### config.mk
export PLATFORM = sky130hd
export DESIGN_NAME = pipe_serializer
export DESIGN_NICKNAME = d
export VERILOG_FILES = /design/src/rtl/pipe_serializer_pkg.sv /design/src/rtl/pipe_serializer.sv
export SDC_FILE = /design/constraint.sdc
export NUM_CORES = 1
export LEC_CHECK = 0
export CORE_AREA = 2 2 39 41
export CTS_CLUSTER_SIZE = 40
export DETAILED_ROUTE_END_ITERATION = 8
export DIE_AREA = 0 0 41 43
export DONT_BUFFER_PORTS = 1
export GPL_TIMING_DRIVEN = 0
export PLACE_DENSITY = 0.65
export SYNTH_ARGS = -nofsm -noshare
export SYNTH_HDL_FRONTEND = slang
export SYNTH_SLANG_ARGS = --single-unit
### constraint.sdc
create_clock -name clk -period 1.9 [get_ports clk]
set_input_delay 0.38 -clock clk [delete_from_list [all_inputs] [get_ports clk]]
set_output_delay 0.38 -clock clk [all_outputs]
set_load 0.005 [all_outputs]
### src/rtl/pipe_serializer_pkg.sv
// Shared encodings for the pipeline serializer: FSM states, serial instruction
// classes and the decode of the ID-stage serial type field.
package pipe_serializer_pkg;

    localparam int SER_TIMEOUT_W_DEFAULT   = 8;
    localparam int SER_TIMEOUT_MAX_DEFAULT = 255;

    typedef enum logic [2:0] {
        SER_IDLE    = 3'd0,
        SER_DRAIN   = 3'd1,
        SER_ISSUE   = 3'd2,
        SER_WAIT    = 3'd3,
        SER_INV     = 3'd4,
        SER_REFETCH = 3'd5
    } ser_state_e;

    typedef enum logic [1:0] {
        SER_CSR    = 2'd0,
        SER_FENCE  = 2'd1,
        SER_FENCEI = 2'd2
    } ser_type_e;

    // Encoding 3 is reserved by the decoder and handled like a CSR access.
    function automatic ser_type_e decode_ser_type(input logic [1:0] raw);
        ser_type_e t;
        case (raw)
            2'd1:    t = SER_FENCE;
            2'd2:    t = SER_FENCEI;
            default: t = SER_CSR;
        endcase
        return t;
    endfunction

    function automatic logic pipe_drained(input logic ex_v, input logic mem_v,
                                          input logic wb_v, input logic lsu_b);
        return ~(ex_v | mem_v | wb_v | lsu_b);
    endfunction

endpackage

### src/rtl/pipe_serializer.sv
// Drain/issue/retire/invalidate sequencer for CSR, FENCE and FENCE.I.
// Optional watchdog enabled with `define PIPE_SERIALIZER_WATCHDOG_EN.
//
// state       | meaning
// ------------+------------------------------------------------------------
// SER_IDLE    | no serial instruction in flight; entry decided on ID inputs
// SER_DRAIN   | ID held, bubbles into EX until EX/MEM/WB/LSU are empty
// SER_ISSUE   | one cycle: the serial instruction advances into EX
// SER_WAIT    | ID held until the serial instruction retires in WB
// SER_INV     | FENCE.I: I-cache invalidate requested, waiting for done
// SER_REFETCH | FENCE.I: one-cycle redirect of fetch to the next PC
module pipe_serializer
    import pipe_serializer_pkg::*;
#(
    parameter int TIMEOUT_W   = SER_TIMEOUT_W_DEFAULT,
    parameter int TIMEOUT_MAX = SER_TIMEOUT_MAX_DEFAULT
) (
    input  logic       clk,
    input  logic       rst,
    input  logic       id_valid,
    input  logic       id_serial,
    input  logic [1:0] id_serial_type,
    input  logic       ex_valid,
    input  logic       mem_valid,
    input  logic       wb_valid,
    input  logic       lsu_busy,
    input  logic       take_branch,
    input  logic       trap_flush,
    input  logic       wb_serial_retire,
    input  logic       icache_inv_done,
    output logic       ser_stall,
    output logic       ser_bubble,
    output logic       icache_inv,
    output logic       refetch,
    output logic       ser_busy,
    output logic       ser_timeout
);

    ser_state_e state_q, state_d, fsm_next;
    ser_type_e  type_q, type_d;
    logic       retired_q, retired_d;
    logic       trap_seen_q, trap_seen_d;
    logic       icache_inv_q, icache_inv_d;
    logic       refetch_q, refetch_d;
    logic       ser_busy_q, ser_busy_d;
    logic       start;
    logic       all_clear;
    logic       retire_seen;
    logic       wd_expire;

    assign start     = id_valid & id_serial & ~take_branch & ~trap_flush;
    assign all_clear = pipe_drained(ex_valid, mem_valid, wb_valid, lsu_busy);

    always_comb begin
        fsm_next    = state_q;
        type_d      = type_q;
        retired_d   = retired_q;
        trap_seen_d = trap_seen_q;
        retire_seen = 1'b0;
        ser_stall   = 1'b0;
        ser_bubble  = 1'b0;
        case (state_q)
            SER_IDLE: begin
                retired_d   = 1'b0;
                trap_seen_d = 1'b0;
                if (start) begin
                    type_d     = decode_ser_type(id_serial_type);
                    ser_stall  = 1'b1;
                    ser_bubble = 1'b1;
                    fsm_next   = SER_DRAIN;
                end
            end
            SER_DRAIN: begin
                ser_stall  = 1'b1;
                ser_bubble = 1'b1;
                if (take_branch || trap_flush) begin
                    fsm_next = SER_IDLE;
                end else if (all_clear) begin
                    fsm_next = SER_ISSUE;
                end
            end
            SER_ISSUE: begin
                if (take_branch || trap_flush) begin
                    fsm_next = SER_IDLE;
                end else begin
                    fsm_next = SER_WAIT;
                end
            end
            SER_WAIT: begin
                ser_stall  = 1'b1;
                ser_bubble = 1'b1;
                // A FENCE retire seen while the LSU is still busy is remembered
                // so the sequence can finish once the bus goes idle.
                retire_seen = wb_serial_retire | retired_q;
                if (trap_flush) begin
                    fsm_next = SER_IDLE;
                end else if (retire_seen) begin
                    retired_d = 1'b1;
                    case (type_q)
                        SER_FENCEI: fsm_next = SER_INV;
                        SER_FENCE:  if (!lsu_busy) fsm_next = SER_IDLE;
                        default:    fsm_next = SER_IDLE;
                    endcase
                end
            end
            SER_INV: begin
                ser_stall = 1'b1;
                if (trap_flush) begin
                    trap_seen_d = 1'b1;
                end
                if (icache_inv_done) begin
                    fsm_next = (trap_seen_q || trap_flush) ? SER_IDLE : SER_REFETCH;
                end
            end
            SER_REFETCH: begin
                ser_stall = 1'b1;
                fsm_next  = SER_IDLE;
            end
            default: begin
                fsm_next = SER_IDLE;
            end
        endcase
    end

    always_comb begin
        state_d = fsm_next;
        if (wd_expire) begin
            state_d = SER_IDLE;
        end
    end

    assign icache_inv_d = (state_d == SER_INV);
    assign refetch_d    = (state_d == SER_REFETCH);
    assign ser_busy_d   = (state_d != SER_IDLE);

    always_ff @(posedge clk or posedge rst) begin
        if (rst) begin
            state_q      <= SER_IDLE;
            type_q       <= SER_CSR;
            retired_q    <= 1'b0;
            trap_seen_q  <= 1'b0;
            icache_inv_q <= 1'b0;
            refetch_q    <= 1'b0;
            ser_busy_q   <= 1'b0;
        end else begin
            state_q      <= state_d;
            type_q       <= type_d;
            retired_q    <= retired_d;
            trap_seen_q  <= trap_seen_d;
            icache_inv_q <= icache_inv_d;
            refetch_q    <= refetch_d;
            ser_busy_q   <= ser_busy_d;
        end
    end

    assign icache_inv = icache_inv_q;
    assign refetch    = refetch_q;
    assign ser_busy   = ser_busy_q;

`ifdef PIPE_SERIALIZER_WATCHDOG_EN
    localparam logic [TIMEOUT_W-1:0] WD_LIMIT = TIMEOUT_W'(TIMEOUT_MAX);

    logic [TIMEOUT_W-1:0] wd_cnt_q, wd_cnt_d, wd_cnt_inc;
    logic                 ser_timeout_q, ser_timeout_d;

    assign wd_cnt_inc = wd_cnt_q + 1'b1;
    assign wd_expire  = (state_q != SER_IDLE) && (wd_cnt_inc == WD_LIMIT);

    always_comb begin
        wd_cnt_d      = wd_cnt_q;
        ser_timeout_d = ser_timeout_q | wd_expire;
        if (state_d != state_q) begin
            wd_cnt_d = '0;
        end else if (state_q != SER_IDLE) begin
            wd_cnt_d = wd_cnt_inc;
        end
    end

    always_ff @(posedge clk or posedge rst) begin
        if (rst) begin
            wd_cnt_q      <= '0;
            ser_timeout_q <= 1'b0;
        end else begin
            wd_cnt_q      <= wd_cnt_d;
            ser_timeout_q <= ser_timeout_d;
        end
    end

    assign ser_timeout = ser_timeout_q;
`else
    logic unused_wd_cfg;

    assign unused_wd_cfg = (TIMEOUT_W > 0) && (TIMEOUT_MAX > 0);
    assign wd_expire     = 1'b0;
    assign ser_timeout   = 1'b0;
`endif

endmodule

==> impl_metrics.json <==
{
  "status": "completed",
  "place.gp.congestion": 0.824,
  "cts_buffer_depth": 2,
  "start_util": 0.457,
  "drtIter0Drc": 8,
  "antenna_found_initial": 0,
  "clk_pin_slew_ns": 0.06,
  "ys_top_cells_by_area": "dfrtp_1, o21ai_0, o41ai_4",
  "dp_hpwl_microns": 964,
  "ant_nets": 0,
  "portBuffers": 0,
  "clock_latency_ns": 0.26,
  "num_vias": 495,
  "synth_top_area_cell": "dfrtp_1",
  "ys_warn_count": 0,
  "track_usage": 0.182,
  "ys_seq_elements": 10,
  "slew_viol_final": 0,
  "vias_per_cell": 5.56,
  "cts_tree": "built",
  "grt-ovfl-total": 0,
  "synth_flop_cell": "dfrtp_1",
  "fin_crit_sh": 0.921,
  "grt_pass1_vias": 509,
  "netlist_area_sq_um": 632,
  "drcViolationCount": 0,
  "syn-num-nets": 84,
  "arrival_ns": 1.37,
  "skew_ns": 0.00473,
  "ctsRootBufferMaster": "clkbuf_4",
  "crit_type": "reg2out",
  "p_leak_nw": 0.325,
  "clock-sinks": 10,
  "async_reset_ff_frac": 1.00,
  "power_density_mw_per_mm2": 597,
  "crit_path_end_kind": "primary output",
  "synth_area_per_cell_sq_um": 9.29,
  "critPathLaunchType": "register",
  "p_total_uw": 418,
  "synthDistinctLibCells": 30,
  "setup_tns_ns": 0,
  "chipHeight_microns": 43,
  "rsz0062_at_grt": "false",
  "yosysSeqAreaShare": 0.396,
  "ir_worst_vdd_mv": 0.278,
  "postSynthCellCount": 68,
  "io_pins": 20,
  "area_growth_pct": 10.9,
  "worst_slack_ns": 0.150,
  "synth_top_cell_area_share": 0.396,
  "nNetsFinal": 91,
  "min_path_type": "in2reg",
  "die_area_sq_mm": 0.00176,
  "htree_levels": 1,
  "first_pass_iters": 4,
  "setup_viol": 0,
  "layout_common_cells": "dfrtp_1, o21ai_0, inv_1, nand2_1, nor2_1",
  "cp_max_fo": 4,
  "diodes": 0,
  "drv_cap": 0,
  "std_cell_rows": 14,
  "routed_wirelength_microns": 1240,
  "synth_edf_count": 0,
  "dp_worst_setup_slack_ns": 0.144,
  "worst_ep_required_time_ns": 1.52,
  "period_minus_slack_ns": 1.75,
  "die_x_microns": 41,
  "hold_violations": 0,
  "fmax_ghz": 0.571,
  "grt_max_degree": 11,
  "cts-buffers-inserted": 3,
  "layout_commonest_cell": "dfrtp_1",
  "wl_per_cell_microns": 13.9,
  "core_sq_mm": 0.00138,
  "drive_above_1_share": 0.164,
  "grt_pass1_wl_microns": 2170
}
==> metal layers <==
metal | vias up | wire (microns) | track usage
met5 | - | 0 | 0
met4 | 0 | 29 | 0.100
met3 | 4 | 54 | 0.0366
met2 | 10 | 598 | 0.247
met1 | 229 | 559 | 0.259
li1 | 252 | - | -
==> state kept, by name, summed over array words and instances, names as in the netlist <==
signal,flops
icache_inv,1
retired_q,1
refetch,1
trap_seen_q,1
ser_busy,1
state_q,3
type_q,2
==> timing repair <==
action,4_1_cts,5_1_grt
setup buffers,1,0
hold endpoints to repair,10,0
hold buffers,1,0
pin swaps,1,1
resized for setup,1,0
gates cloned,0,0
setup endpoints to repair,2,2
==> cells by family (layout without fill, tap and decap cells) <==
group	count (synthesis)	in the layout	synth area share
adders and majority gates	2	2	0.0396
and+or+nand+nor	28	28	0.279
other	1	1	0.00593
AOI/OAI and AO/OA	18	18	0.202
DFF	10	10	0.396
buffers and inverters	9	14	0.0772
==> cell usage after synthesis, types with 2 or more instances <==
library cell,count
a21oi_1,2
nand2_1,6
nor2_1,5
nand2b_1,2
inv_1,6
nand3_1,3
nor4bb_1,2
ha_1,2
o21ai_0,7
o21ai_1,2
a31oi_1,2
dfrtp_1,10
buf_4,2
==> area by class of cell <==
class / instances / area, sq um
Multi-Input combinational cell: 49 / 342
Clock buffer: 3 / 22.5
Buffer: 3 / 26.3
Tap cell: 16 / 20.0
Sequential cell: 10 / 250
Fill cell: 141 / 683
Inverter: 6 / 22.5
Timing Repair Buffer: 2 / 17.5
==> where the power goes <==
group / leakage, nW / switching [mW] / internal (mW)
registers: 0.138 / 0.00576 / 0.219
logic: 0.174 / 0.0280 / 0.0218
clock network: 0.0138 / 0.0700 / 0.0731
total: 0.325 / 0.104 / 0.314
==> per-stage QoR <==
step | area, sq um | hold WS (ns) | utilization | instances
after global routing | 701 | 0.266 | 0.506 | 89
after floorplan | 632 | 0.220 | - | 68
after detailed placement | 652 | 0.282 | 0.471 | 84
after global placement | 652 | 0.272 | 0.471 | 84
final | 701 | 0.248 | 0.506 | 89
after CTS | 701 | 0.246 | 0.506 | 89
==> worst paths after layout <==
path                                   start           to  slack [ns]  cells after the start
max                               state_q[2]   ser_bubble        0.15                      3
min                        id_serial_type[0]    type_q[0]        0.25                      2
max reg2reg                        type_q[1]     ser_busy        0.27                      6
min reg2reg                        type_q[0]    type_q[0]        0.52                      2
max in group asynchronous                rst      refetch        1.08                      2
min in group asynchronous                rst  trap_seen_q        0.53                      2
==> critical path: stages, from the launching register on <==
cell and delay (ns):
dfrtp_1 0.40, nor4_4 0.36, nand4_1 0.19, o21ai_0 0.15
Note: power is estimated with default switching activity, not from simulation.
